$ cat src/rtl/eth_crc32_byte.sv
// ---------------------------------------------------------------------------
// eth_crc32_byte
// ---------------------------------------------------------------------------
// Byte-serial IEEE 802.3 CRC-32 generator for the Ethernet TX encapsulation
// path. One payload byte per eth_tx_clk cycle is folded into a running CRC.
// The next-state logic is purely combinational: eight reflected
// shift/XOR steps are unrolled into a single cycle. The CRC state is held in
// a register.
//
// Ports
//   eth_tx_clk  in   1   TX byte clock; all state changes on its rising edge
//   rst         in   1   synchronous, active-low reset (loads INIT_VAL)
//   updatecrc   in   1   1 = fold data into the CRC at this edge, 0 = hold
//   data        in   8   byte to fold in, LSB first (wire order)
//   result      out  32  running FCS = crc_r ^ XOR_OUT
//   crc_good    out  1   present only with CRC32_RESIDUE_CHK_EN defined
//
// Build option
//   CRC32_RESIDUE_CHK_EN : adds crc_good, which is high when the register
//                          holds the good-frame residue 32'hDEBB20E3. This
//                          residue appears after a frame and its own FCS have
//                          been folded in (loopback / RX reuse).
//
// The FCS is sent as result[7:0], [15:8], [23:16], [31:24], and each byte
// is sent LSB first.
// ---------------------------------------------------------------------------
module eth_crc32_byte #(
    parameter logic [31:0] POLY_REFL = 32'hEDB88320,
    parameter logic [31:0] INIT_VAL  = 32'hFFFFFFFF,
    parameter logic [31:0] XOR_OUT   = 32'hFFFFFFFF
) (
    input  logic        eth_tx_clk,
    input  logic        rst,
    input  logic        updatecrc,
    input  logic [7:0]  data,
    output logic [31:0] result
`ifdef CRC32_RESIDUE_CHK_EN
    ,
    output logic        crc_good
`endif
);

    localparam logic [31:0] GOOD_RESIDUE = 32'hDEBB20E3;

    logic [31:0] crc_r;
    logic [31:0] crc_next_s;

    // Folds one byte into a reflected CRC-32. Bit 0 of the byte goes in
    // first, which matches the order in which it leaves on the wire.
    function automatic logic [31:0] crc32_fold_byte(
        input logic [31:0] crc_in,
        input logic [7:0]  byte_in
    );
        logic [31:0] c;
        c = crc_in;
        for (int i = 0; i < 8; i++) begin
            c = c ^ {31'b0, byte_in[i]};
            if (c[0]) begin
                c = (c >> 1) ^ POLY_REFL;
            end else begin
                c = c >> 1;
            end
        end
        return c;
    endfunction

    // Next CRC state: fold the byte when updatecrc is high, otherwise hold.
    // While holding, data is not used, so X on data cannot reach the state.
    always_comb begin
        crc_next_s = crc_r;
        if (updatecrc) begin
            crc_next_s = crc32_fold_byte(crc_r, data);
        end else begin
            crc_next_s = crc_r;
        end
    end

    // CRC register. Reset has priority over updatecrc, so any partial CRC
    // from an interrupted frame is discarded.
    always_ff @(posedge eth_tx_clk) begin
        if (!rst) begin
            crc_r <= INIT_VAL;
        end else begin
            crc_r <= crc_next_s;
        end
    end

    // The FCS is taken directly from the register, so it covers every byte
    // accepted up to and including the last edge.
    assign result = crc_r ^ XOR_OUT;

`ifdef CRC32_RESIDUE_CHK_EN
    // Good-frame residue detector. INIT_VAL differs from GOOD_RESIDUE, so
    // crc_good is low after reset.
    assign crc_good = (crc_r == GOOD_RESIDUE);
`endif

endmodule

$ cat config.mk
export PLATFORM = sky130hd
export DESIGN_NAME = eth_crc32_byte
export DESIGN_NICKNAME = d
export VERILOG_FILES = /design/src/rtl/eth_crc32_byte.sv
export SDC_FILE = /design/constraint.sdc
export NUM_CORES = 1
export LEC_CHECK = 0
export ABC_AREA = 1
export BUFFER_PORTS_ARGS = -buffer_cell sky130_fd_sc_hd__buf_2
export CAP_MARGIN = 20
export CORE_MARGIN = 2
export CORE_UTILIZATION = 30
export DETAILED_ROUTE_END_ITERATION = 10
export HOLD_SLACK_MARGIN = 0.06
export SYNTH_ARGS = -nofsm -noshare
export SYNTH_HDL_FRONTEND = slang
export SYNTH_SLANG_ARGS = --single-unit
$ cat constraint.sdc
create_clock -name eth_tx_clk -period 4.2 [get_ports eth_tx_clk]
set_clock_uncertainty 0.1 [all_clocks]
set_input_delay 0.84 -clock eth_tx_clk [delete_from_list [all_inputs] [get_ports eth_tx_clk]]
set_output_delay 0.84 -clock eth_tx_clk [all_outputs]
set_load 0.02 [all_outputs]
# [Word-level counts from Yosys, hierarchy flattened]
# Index checks and enable logic that the tools add are counted.
[classes] bitwise_logic=17 muxes=15
[op_table] operator="$mux 32" count=15
[op_table] operator="$xor 32x1->32" count=8
[op_table] operator="$not 13->14" count=8
[op_table] operator="$not 32->32" count=1
[word_totals] in_bits=11 reg_bits=32 wordCells=33 output_inout_bits=32

# [Depth between registers and ports, before layout]
# Gate-level depths: netlist (run 1).
[logic_depth] word_depth=31 mapped_depth=12 ltp_nobuf=12

# [Worst setup path after synthesis (run 1)]
# Ideal clock, no wire load.
[synth_timing] kind="input to register" from="input data[2]" to="register crc_r[26]" slack_ns=2.319 t_arrival_ns=1.667 path_stages=9 cell_sequence="inv_1 -> nand2_1 -> nand2_1 -> nand2_2 -> nand2_4 -> xor2_2 -> nand2_1 -> nand3_1 -> nand2_1"
[synth_between] elab_chain_len=21
[synth_lines] item="start, declared" line="35" source="input logic [7:0] data,"
[synth_lines] item="$xor 32x1->32 (*)" line="57" source="c = c ^ {31'b0, byte_in[i]};"
[synth_lines] item="$mux 32 (*)" line="58" source="if (c[0]) begin"
[synth_lines] item="$mux 32 (*)" line="71" source="if (updatecrc) begin"
[synth_lines] item="$xor 32x1->32 (*)" line="57"
[synth_lines] item="$not 13->14 (no source line)"
[synth_lines] item="$mux 32 (*)" line="58"
[synth_lines] item="$mux 32 (*)" line="71"
[synth_lines] item="$xor 32x1->32 (*)" line="57"
[synth_lines] item="(+5 left out)"
[synth_lines] item="$mux 32 (*)" line="71"
[synth_lines] item="$xor 32x1->32 (*)" line="57"
[synth_lines] item="$not 13->14 (no source line)"
[synth_lines] item="$mux 32 (*)" line="58"
[synth_lines] item="$mux 32 (*)" line="71"
[synth_lines] item="$xor 32x1->32 (*)" line="57"
[synth_lines] item="$not 13->14 (no source line)"
[synth_lines] item="$mux 32 (*)" line="58"
[synth_lines] item="end signal, assigned" line="84" source="crc_r <= crc_next_s;"
[synth_lines] item="end, declared" line="45" source="logic [31:0] crc_r;"
# Every way passes the cells marked *; elsewhere a longest branch is shown, timed or not. The select of a mux whose other input is x is not followed.
# A chain may end at the register's enable or synchronous reset.

==> summary.md, run 1 <==
| Metric | Value |
|---|---|
| Status | `complete, no violations` |
| Final Cell Area | `~0.0027 mm^2` |
| Inserted Diodes | `0` |
| Post-CTS Setup Inserts | `0` |
| Top flop regs | `crc_r x32` |
| Worst r2r dst | `crc_r[23]` |
| Seq/Total Area, Yosys | `0.278` |
| Synth unique cells | `23` |
| Cts bufs inserted | `5` |
| RD Place Congestion | `0.809` |
| Hold Startpoint | `crc_r[14]` |
| Port Buffers | `42` |
| Worst rel slew slack | `0.363` |
| Post_cts resized | `0` |
| Leakage | `between 1.5 and 2 nW` |
| Biggest register | `crc_r` |
| Post-Syn Nets | `roughly 380` |
| Synth Warn # | `0` |
| Initial antenna violation count | `0` |
| Final hold slack | `388 ps` |
| Worst Reg-to-Reg Cells | `11` |
| Syn_area_per_cell | `6.21 um^2` |
| Core Region | `roughly 0.0074 mm^2` |
| WS Path Type | `input port to flip-flop` |
| Worst setup EP type | `flip-flop` |
| Hold Crit Endpoint | `crc_r[14]` |
| DP Area | `0.00260 mm^2` |
| Dpl ws | `~1600 ps` |
| Clock H-tree levels | `2` |
| Power per standard cell area | `~430 mW/mm^2` |
| Actual slew at the worst max-slew pin | `around 950 ps` |
| Min-Delay Path Class | `flip-flop to flip-flop` |
| Wirelength per Cell | `between 10 and 15 um` |
| RSZ-0062 raised after global routing | `no` |
| Post-route setup slack | `around 1800 ps` |
| Root buf cell | `clkbuf_8` |
| Total global-route track usage | `0.159` |
| Synth Area in Adders | `0` |
| Largest net degree at the start of global routing | `36` |
| Final setup violation count | `0` |
| Layout cells sized above 1 | `0.211` |
| Maxcap violations | `0` |
| Via count | `about 2400` |
| Pins over their slew limit | `0` |
| Die area | `about 0.0084 mm^2` |
| Fillers | `roughly 800` |
| TritonCTS clock tree | `built` |
| Die Y | `91.7 um` |
| Clock Latency Late Sink | `~290 ps` |
| Clk sink count | `32` |
| Worst hold stages | `2` |
| Clk slew on worst S/H paths | `approximately 70 ps` |
| FP Rows | `31` |
| CP required | `4310 ps` |
| Half-perimeter wire length after placement | `about 4.7 mm` |
| Simple-Gate Fraction of Synth Area | `0.383` |
| Hold-fix buffers at CTS | `0` |
| DRT Pass-1 Iters | `4` |
| Grt ovf | `0` |
| First-pass GRT wire length | `10.6 mm` |
| Vias in the first global route | `approximately 2200` |
| Arrival time at the worst endpoint | `approximately 2500 ps` |
| Yosys reg bits | `32` |
| Non-Filler Instances | `511` |
| Starting Density | `0.313` |
| Crit share post-route | `0.560` |
| I/O Pins | `43` |
| Final hold violations | `0` |
| Largest family of logic cells by synthesized area | `simple AND/OR/NAND/NOR gates` |
| Initial drt markers | `164` |
| R2r setup slk | `about 2500 ps` |
| Max VDD drop | `~0.00014 V` |
| Mapped Area | `approximately 0.0023 mm^2` |
| Max FO, Critical Path | `35` |
| Post-layout min period | `2350 ps` |
| RR Startpoint | `crc_r[0]` |
| Fmax | `about 0.43 GHz` |
| Setup TNS | `0 ps` |
| Drt drc | `0` |
| Placed Instances | `approximately 500` |
| Area Overhead vs Synth | `16.7%` |
| Fin nets | `roughly 420` |
| Largest register FFs | `32` |
| Multiplexer share of the synthesized area | `0` |
| Post-DRT Antenna Nets | `0` |
| CTS max path bufs | `2` |
| Vias/cell | `between 4 and 5` |
| Mapped Cells | `roughly 370` |
| Post-synthesis xor/xnor area fraction | `0.108` |
| Post-synthesis compound-gate area fraction | `0.130` |
| Final WL | `about 6.5 mm` |
| Worst setup SP type | `input port` |
| Die width | `roughly 92 um` |
==> routing by layer <==
layer  vias to the layer above  track usage  routed length, um
li1                       1247            -                  -
met1                      1090        0.203               3020
met2                        67        0.267               2980
met3                        10       0.0345                366
met4                         0       0.0473                103
met5                         -            0                  0
==> final cells by class <==
class | count | area [um^2] | area share
flip-flops and latches | 32 | 641 | 0.238
repair buffers | 42 | 210 | 0.0780
well taps | 99 | 124 | 0.0460
clock buffers | 8 | 90.1 | 0.0334
multi-input cells | 278 | 1430 | 0.532
inverters | 52 | 195 | 0.0725
==> placed cells by master (no fill, tap or decap) <==
| cell | count |
|---|---|
| inv_1 | 39 |
| xor2_1 | 16 |
| or2_1 | 1 |
| o221ai_1 | 1 |
| buf_2 | 42 |
| nand2_2 | 13 |
| o21ai_0 | 10 |
| nand3_1 | 33 |
| o21ai_1 | 6 |
| dfxtp_1 | 32 |
| nand2_1 | 134 |
| nor2_1 | 11 |
| o211ai_1 | 10 |
| xnor2_1 | 2 |
| xnor2_4 | 1 |
| clkbuf_1 | 2 |
| clkbuf_8 | 6 |
| inv_2 | 13 |
| a21oi_1 | 27 |
| xor2_2 | 2 |
| or2_2 | 2 |
| nand2_4 | 6 |
| xnor2_2 | 2 |
| nand3b_1 | 1 |
==> cell families (layout without fill, tap and decap cells) <==
group	Yosys count	in the layout
and+or+nand+nor	201	201
buffers and inverters	62	102
AOI/OAI and AO/OA	54	54
DFF	32	32
xor gates and xnor gates	23	23
==> report_power, final <==
| group | total [W] | internal, W | leakage (nW) | switching, W |
|---|---|---|---|---|
| logic | 0.000536 | 0.000180 | 1.23 | 0.000357 |
| registers | 0.000376 | 0.000344 | 0.267 | 0.0000320 |
| clock network | 0.000254 | 0.000134 | 0.0455 | 0.000120 |
| total | 0.00117 | 0.000657 | 1.54 | 0.000509 |
==> worst max-delay path, cell delays in order <==
cell and delay [ps]:
buf_2 490, inv_1 620, nor2_1 310, nand2_1 90, o211ai_1 100
==> synth_stat cells (all sizes together) <==
cell	number	share of area
buf	1	0.0022
nand3	33	0.072
dfxtp	32	0.28
o211ai	10	0.033
clkbuf	9	0.015
nand2	153	0.28
o21ai	16	0.035
inv	52	0.085
a21oi	27	0.059
xnor2	5	0.034
nand3b	1	0.0033
xor2	18	0.075
o221ai	1	0.0038
nor2	11	0.018
or2	3	0.0081
==> worst max-delay path by stage <==
stage,from,end
after floorplan,data[2],crc_r[26]
after global placement,updatecrc,crc_r[5]
after detailed placement,updatecrc,crc_r[5]
after CTS,updatecrc,crc_r[5]
after global routing,updatecrc,crc_r[5]
final,updatecrc,crc_r[5]
==> per-stage QoR <==
stage	total power, W	util
after floorplan	0.000782	-
after global placement	0.000908	0.353
after detailed placement	0.000917	0.353
after CTS	0.00117	0.366
after global routing	0.00125	0.366
final	0.00117	0.366
Note: power is estimated with default switching activity, not from simulation.
==> run 2, diff against run 1 <==
==> constraint.sdc (replaced) <==
create_clock -name eth_tx_clk -period 2.3 [get_ports eth_tx_clk]
set_clock_uncertainty 0.1 [all_clocks]
set_input_delay 0.46 -clock eth_tx_clk [delete_from_list [all_inputs] [get_ports eth_tx_clk]]
set_output_delay 0.46 -clock eth_tx_clk [all_outputs]
set_load 0.02 [all_outputs]
==> run 2 against run 1 <==
- core utilization rose by 0.20 points
- total power increased by 82%
- via count down 0.66%
- die area unchanged
- global-route usage fell by 0.18 points
- hold slack gained 6.6 ps
- register-to-register slack lost 1800 ps
- sequential share of layout area fell by 0.13 points
- sequential cell count is the same
- routed wire length decreased by 0.57%
- cell area grew 0.56%
- critical path type is now flip-flop to flip-flop
==> summary.md, run 2 (synthesized netlist as in run 1, its figures left out) <==
| Metric | Value |
|---|---|
| Final hold violations | `0 (unchanged)` |
| Status | `complete, no violations` |
| Buffer and inverter count on the worst path | `2 (unchanged)` |
| Die width | `91.7 um (unchanged)` |
| Biggest register | `crc_r` |
| Leakage | `1.55 nW (+0.62%)` |
| Port Buffers | `42 (unchanged)` |
| Worst hold stages | `2 (unchanged)` |
| Area Overhead vs Synth | `17.3%` |
| Delay-heaviest family, CP | `simple AND/OR/NAND/NOR gates` |
| Worst r2r dst | `crc_r[23]` |
| Register area | `641 um^2 (unchanged)` |
| CTS max path bufs | `2 (unchanged)` |
| I/O Pins | `43 (unchanged)` |
| Hold Crit Endpoint | `crc_r[14]` |
| Largest register FFs | `32 (unchanged)` |
| Cts bufs inserted | `5 (unchanged)` |
| Die Y | `91.7 um (unchanged)` |
| Final WL | `6.43 mm (-0.57%)` |
| Clk slew on worst S/H paths | `70 ps (about the same)` |
| Vias/cell | `4.67 (-1.1%)` |
| Actual slew at the worst max-slew pin | `783 ps (-171 ps)` |
| FP Rows | `31 (unchanged)` |
| Worst setup SP type | `flip-flop` |
| Grt ovf | `0 (unchanged)` |
| Inserted Diodes | `0 (unchanged)` |
| Clk sink count | `32 (unchanged)` |
| Vias in the first global route | `2255 (+1.6%)` |
| Most common cell after layout, fill and taps aside | `nand2_1` |
| Largest net degree at the start of global routing | `35 (-2.8%)` |
| Maxcap violations | `0 (unchanged)` |
| Final core utilization | `0.368 (+0.00204)` |
| Max stage delay on crit path | `360 ps (-260 ps)` |
| Drt drc | `0 (unchanged)` |
| CP required | `2380 ps (-1930 ps)` |
| First-pass GRT wire length | `10.6 mm (-0.78%)` |
| Layout cells sized above 1 | `0.215 (+0.00381)` |
| Min-Delay Path Class | `flip-flop to flip-flop` |
| Post-DRT Antenna Nets | `0 (unchanged)` |
| Setup TNS | `0 ps (unchanged)` |
| RR Startpoint | `crc_r[0]` |
| Fin nets | `424 (+0.47%)` |
| Worst setup EP type | `flip-flop` |
| Half-perimeter wire length after placement | `4.78 mm (+1.5%)` |
| Most frequent cells in the layout | `nand2_1, buf_2, inv_1, nand3_1, dfxtp_1` |
| Clock H-tree levels | `2 (unchanged)` |
| Arrival time at the worst endpoint | `1730 ps (-730 ps)` |
| Core Region | `0.00737 mm^2 (unchanged)` |
| TritonCTS clock tree | `built` |
| Worst Reg-to-Reg Cells | `11 (unchanged)` |
| Pins over their slew limit | `0 (unchanged)` |
| Post_cts resized | `0 (unchanged)` |
| Power per standard cell area | `784 mW/mm^2 (+81%)` |
| RSZ-0062 raised after global routing | `no` |
| Most used cell, CP | `nand2_1` |
| Wirelength per Cell | `12.5 um (-0.96%)` |
| Max FO, Critical Path | `7 (-80%)` |
| Clock Latency Late Sink | `280 ps (about the same)` |
| Post-layout min period | `between 1500 and 2000 ps` |
| Final setup violation count | `0 (unchanged)` |
| Initial drt markers | `117 (-29%)` |
| Post-CTS Setup Inserts | `0 (unchanged)` |
| Crit share post-route | `0.719` |
| Fmax | `a little over 0.6 GHz` |
| Die area | `0.00841 mm^2 (unchanged)` |
| Multi-input gate area | `0.00143 mm^2 (unchanged)` |
| Total global-route track usage | `0.157 (-0.00177)` |
| CP max stage cell | `dfxtp_1` |
| Hold-fix buffers at CTS | `0 (unchanged)` |
| Worst rel slew slack | `0.477 (+0.114)` |
| Worst-path cell chain | `inv_2 > nand2_1 > nand2_1 > nand2_1 > nand2_2 > nand2_1 > nand2_4 > inv_2 > nand3_1 > nand3_1 > nand2_1` |
| RD Place Congestion | `0.860 (+6.3%)` |
| Starting Density | `0.313 (unchanged)` |
| WS Path Type | `flip-flop to flip-flop` |
| Top flop regs | `crc_r x32` |
| Via count | `2398 (-0.66%)` |
| Fillers | `839 (+2.4%)` |
| Root buf cell | `clkbuf_8` |
| R2r setup slk | `650 ps (-1840 ps)` |
| DRT Pass-1 Iters | `4 (unchanged)` |
| Max VDD drop | `0.000240 V (+76%)` |
| Initial antenna violation count | `0 (unchanged)` |
| Hold Startpoint | `crc_r[14]` |
## run 2: changes by cell type in the layout (fill, tap and decap cells not counted)
| cell | change |
|---|---|
| buf_4 | +2 |
## run 2: report_power, final
part | switching [W] | internal, W
clock network | 0.000216 | 0.000244
logic | 0.000648 | 0.000331
registers | 0.0000568 | 0.000628
## run 2: worst max-delay path by stage
| stage | depth (start not counted) | from | slack (ps) | endpoint |
|---|---|---|---|---|
| 2_1_floorplan | 9 | data[2] | 800 | crc_r[26] |
| 3_3_place_gp | 12 | data[0] | 470 | crc_r[23] |
| 3_5_place_dp | 12 | data[0] | 420 | crc_r[23] |
| 4_1_cts | 11 | crc_r[0] | 630 | crc_r[19] |
| 5_1_grt | 11 | crc_r[0] | 440 | crc_r[19] |
| 6_report | 11 | crc_r[0] | 650 | crc_r[23] |
## run 2: per-layer routing
metal	vias to the layer above	global-route usage	share of wire
met5	-	0	0
met2	49	0.269	0.48
met3	4	0.0296	0.059
met4	0	0.0423	0.0082
li1	1244	-	-
met1	1101	0.201	0.46
## run 2: cell type report
| type | count | area share |
|---|---|---|
| multi-input cells | 278 | 0.529 |
| flip-flops and latches | 32 | 0.236 |
| repair buffers | 44 | 0.0831 |
| inverters | 52 | 0.0721 |
| well taps | 99 | 0.0457 |
| clock buffers | 8 | 0.0333 |
## run 2: per-stage QoR
step / cells / total power [W] / cell area [um^2] / hold slack, ps / setup slack, ps
floorplan: 372 / 0.00143 / 2310 / 349 / 799
global placement: 505 / 0.00166 / 2620 / 364 / 469
detailed placement: 505 / 0.00168 / 2620 / 382 / 417
CTS: 513 / 0.00214 / 2710 / 399 / 628
global route: 513 / 0.00229 / 2710 / 420 / 444
finish: 513 / 0.00212 / 2710 / 395 / 646
## run 2: worst register-to-register path, stage by stage, from the launching register on
cell and delay [ps]:
dfxtp_1 360, inv_2 70, nand2_1 50, nand2_1 150
nand2_1 120, nand2_2 120, nand2_1 130, nand2_4 90
inv_2 120, nand3_1 80, nand3_1 100, nand2_1 50
==> run 3, diff against run 2 <==
--- a/config.mk
+++ b/config.mk
@@ -5,7 +5,7 @@
 export SDC_FILE = /design/constraint.sdc
 export NUM_CORES = 1
 export LEC_CHECK = 0
-export ABC_AREA = 1
+export ABC_AREA = 0
 export BUFFER_PORTS_ARGS = -buffer_cell sky130_fd_sc_hd__buf_2
 export CAP_MARGIN = 20
 export CORE_MARGIN = 2
==> constraint.sdc (replaced) <==
create_clock -name eth_tx_clk -period 1.5 [get_ports eth_tx_clk]
set_clock_uncertainty 0.1 [all_clocks]
set_input_delay 0.3 -clock eth_tx_clk [delete_from_list [all_inputs] [get_ports eth_tx_clk]]
set_output_delay 0.3 -clock eth_tx_clk [all_outputs]
set_load 0.02 [all_outputs]
==> run 3 against run 2 <==
- the flow now finishes with violations (negative setup slack)
- core utilization is 13 points higher
- critical path depth is 6 lower
- global-route usage is 1.4 points lower
- register-to-register slack worse by 810 ps
- synthesized area is 12% lower
- die area is 11% lower
- non-clock buffer count is 50 higher
- cell area is 22% higher
- routed wire length is 19% lower
- critical endpoint is now crc_r[29]
- highest routed layer unchanged
==> summary.md, run 3 <==
| Metric | Value |
|---|---|
| Met1 Use GR | `0.184 (-0.0175)` |
| Fmax | `0.602 GHz (-0.37%)` |
| Mapped Cells | `212 (-43%)` |
| Worst setup SP type | `flip-flop` |
| CP required | `1620 ps (-760 ps)` |
| Seq/Total Area, Yosys | `0.314 (+0.0362)` |
| Met3 Use GR | `0.0314 (+0.00185)` |
| TritonCTS clock tree | `built` |
| Layout cells sized above 1 | `0.498 (+0.283)` |
| Die area | `0.00748 mm^2 (-11%)` |
| GRT Max-Usage Layer | `met2` |
| Post-layout min period | `1660 ps (+6.12 ps)` |
| Status | `finished, violations left` |
| Failing checks | `negative setup slack` |
| Final WL | `5.19 mm (-19%)` |
| Drt drc | `0 (unchanged)` |
| Most frequent cells in the layout | `buf_2, inv_1, xnor2_1, buf_4, dfxtp_1` |
| DP Area | `0.00269 mm^2 (+2.6%)` |
| Hold-fix buffers at CTS | `0 (unchanged)` |
| CP max stage cell | `xnor3_2` |
| Worst setup EP type | `flip-flop` |
| Wirelength per Cell | `13.5 um (+7.6%)` |
| Synth Warn # | `0 (unchanged)` |
| Root buf cell | `clkbuf_8` |
| Vias/cell | `4.28 (-8.5%)` |
| RSZ-0062 raised after global routing | `yes` |
| Port Buffers | `42 (unchanged)` |
| Arrival time at the worst endpoint | `1780 ps (+50 ps)` |
| Area Overhead vs Synth | `62.2%` |
| Crit share post-route | `1.11 (+0.388)` |
| Async SR Flop Fraction | `0 (unchanged)` |
| Area leader, netlist | `dfxtp_1` |
| DRT Pass-1 Iters | `4 (unchanged)` |
| RD Place Congestion | `0.787 (-8.5%)` |
| Leakage | `1.62 nW (+4.8%)` |
| Max FO, Critical Path | `4 (-3)` |
| Die Y | `86.5 um (-5.7%)` |
| CTS max path bufs | `2 (unchanged)` |
| Synth unique cells | `21 (-8.7%)` |
| Top flop regs | `crc_r x32` |
| Grt ovf | `0 (unchanged)` |
| FP Rows | `30 (-3.2%)` |
| Top-area cell type share of the netlist area | `0.314 (+0.0362)` |
| Routing usage on met2 | `0.239 (-0.0298)` |
| Max VDD drop | `0.000987 V (+310%)` |
| Total global-route track usage | `0.143 (-0.0136)` |
| Clk sink count | `32 (unchanged)` |
| Top post-synthesis cells by area | `dfxtp_1, xnor2_1, xnor2_4` |
| First-pass GRT wire length | `8.20 mm (-22%)` |
| Post-DRT Antenna Nets | `0 (unchanged)` |
| Inserted Diodes | `0 (unchanged)` |
| Actual slew at the worst max-slew pin | `322 ps (-462 ps)` |
| Power per standard cell area | `2480 mW/mm^2 (+220%)` |
| Leading register cell type out of synthesis | `dfxtp_1` |
| Starting Density | `0.306 (-0.00762)` |
| WS Path Type | `flip-flop to flip-flop` |
| Min-Delay Path Class | `input port to flip-flop` |
| R2r setup slk | `-160 ps (-810 ps)` |
| Largest register FFs | `32 (unchanged)` |
| Final setup violation count | `20 (+20)` |
| Core Region | `0.00668 mm^2 (-9.3%)` |
| Via count | `1647 (-31%)` |
| Fillers | `608 (-28%)` |
| Cts bufs inserted | `5 (unchanged)` |
| Final Cell Area | `0.00331 mm^2 (+22%)` |
| Vias in the first global route | `1662 (-26%)` |
| Post-Syn Nets | `223 (-42%)` |
| Final hold violations | `0 (unchanged)` |
| Biggest register | `crc_r` |
| Worst-path cell chain | `xnor2_4 > xnor3_2 > buf_4 > xor2_2 > a22oi_1` |
| Half-perimeter wire length after placement | `3.58 mm (-25%)` |
| Fin nets | `315 (-26%)` |
| I/O Pins | `43 (unchanged)` |
| Syn_area_per_cell | `9.63 um^2 (+55%)` |
| Clk slew on worst S/H paths | `80 ps (about the same)` |
| Yosys reg bits | `32 (unchanged)` |
| Mapped Area | `0.00204 mm^2 (-12%)` |
| Most common cell after layout, fill and taps aside | `buf_2` |
| Initial drt markers | `45 (-62%)` |
| Max stage delay on crit path | `500 ps (+140 ps)` |
| Worst rel slew slack | `0.784 (+0.307)` |
| Largest net degree at the start of global routing | `21 (-40%)` |
| EDFF count, synth | `0 (unchanged)` |
| Most common cell in the netlist | `xnor2_1` |
| Clock H-tree levels | `2 (unchanged)` |
| Clock Latency Late Sink | `290 ps (about the same)` |
| Initial antenna violation count | `0 (unchanged)` |
| Synth top cells by count | `xnor2_1, dfxtp_1, inv_1, nand2_1, o211ai_1` |
| Die width | `86.5 um (-5.7%)` |
| Final hold slack | `204 ps (-191 ps)` |
| Pins over their slew limit | `0 (unchanged)` |
| Maxcap violations | `0 (unchanged)` |
| Post-route setup slack | `-160 ps (-806 ps)` |
==> run 3: cell count changes in the layout (fill, tap and decap cells not counted), sizes merged, moves of 6 or more <==
| cell | before | now |
|---|---|---|
| o211ai | 10 | 18 |
| xnor2 | 5 | 64 |
| buf | 44 | 94 |
| xor2 | 18 | 5 |
| o21ai | 16 | 10 |
| a21boi | 0 | 7 |
| nand3 | 33 | 0 |
| nand2 | 153 | 20 |
| a21oi | 27 | 0 |
| inv | 52 | 32 |
==> run 3: power breakdown <==
group | internal, W | total [W] | switching [W]
clock | 0.000492 | 0.000848 | 0.000356
sequential | 0.00117 | 0.00143 | 0.000267
combinational | 0.00335 | 0.00594 | 0.00259
total | 0.00500 | 0.00822 | 0.00322
==> run 3: kinds of logic (layout without fill, tap and decap cells) <==
logic type / Yosys count / after routing / share of synthesized area
buffers and inverters: 42 / 135 / 0.0772
DFF: 32 / 32 / 0.314
AOI/OAI and AO/OA: 40 / 40 / 0.135
and+or+nand+nor: 27 / 27 / 0.0509
xor gates and xnor gates: 71 / 71 / 0.423
==> run 3: cell type report <==
class / instances / area [um^2] / area share
Inverter: 33 / 124 / 0.0374
Multi-Input combinational cell: 138 / 1570 / 0.473
Clock inverter: 3 / 42.5 / 0.0128
Timing Repair Buffer: 94 / 743 / 0.224
Clock buffer: 5 / 68.8 / 0.0208
Tap cell: 80 / 100 / 0.0302
Sequential cell: 32 / 668 / 0.202
==> run 3: metrics by stage <==
stage	worst slack [ps]	std cells	util	TNS, ps	power (W)
2_1_floorplan	-238	212	-	-635	0.00460
3_3_place_gp	-240	364	0.402	-3600	0.00598
3_5_place_dp	-267	364	0.402	-3880	0.00603
4_1_cts	-130	381	0.463	-1610	0.00763
5_1_grt	-230	385	0.496	-3200	0.00878
6_report	-160	385	0.496	-1440	0.00822
==> run 3: final timing paths <==
kind	from	to	cells after the start
worst max-delay path	crc_r[5]	crc_r[29]	5
worst min-delay path	rst	crc_r[30]	2
worst max register to register	crc_r[5]	crc_r[29]	5
worst min register to register	crc_r[31]	crc_r[31]	2
==> run 3: what timing repair did <==
item	in CTS	in global routing
buffers inserted	10	7
endpoints found under the hold margin	0	0
gates resized for setup	36	31
endpoints found under the setup margin	22	27
pin swaps	24	28
==> run 3: metal layers <==
metal	vias up	wire, um
met5	-	0
met4	0	59
met3	4	194
met2	31	2710
met1	762	2230
li1	850	-
==> run 3: worst max-delay path: cells and delay by family (launching register included) <==
| family | cells | cell delay, ps |
|---|---|---|
| XOR/XNOR | 3 | 780 |
| AO/OA/AOI/OAI | 1 | 150 |
| buffers and inverters | 1 | 170 |
| flip-flops | 1 | 380 |
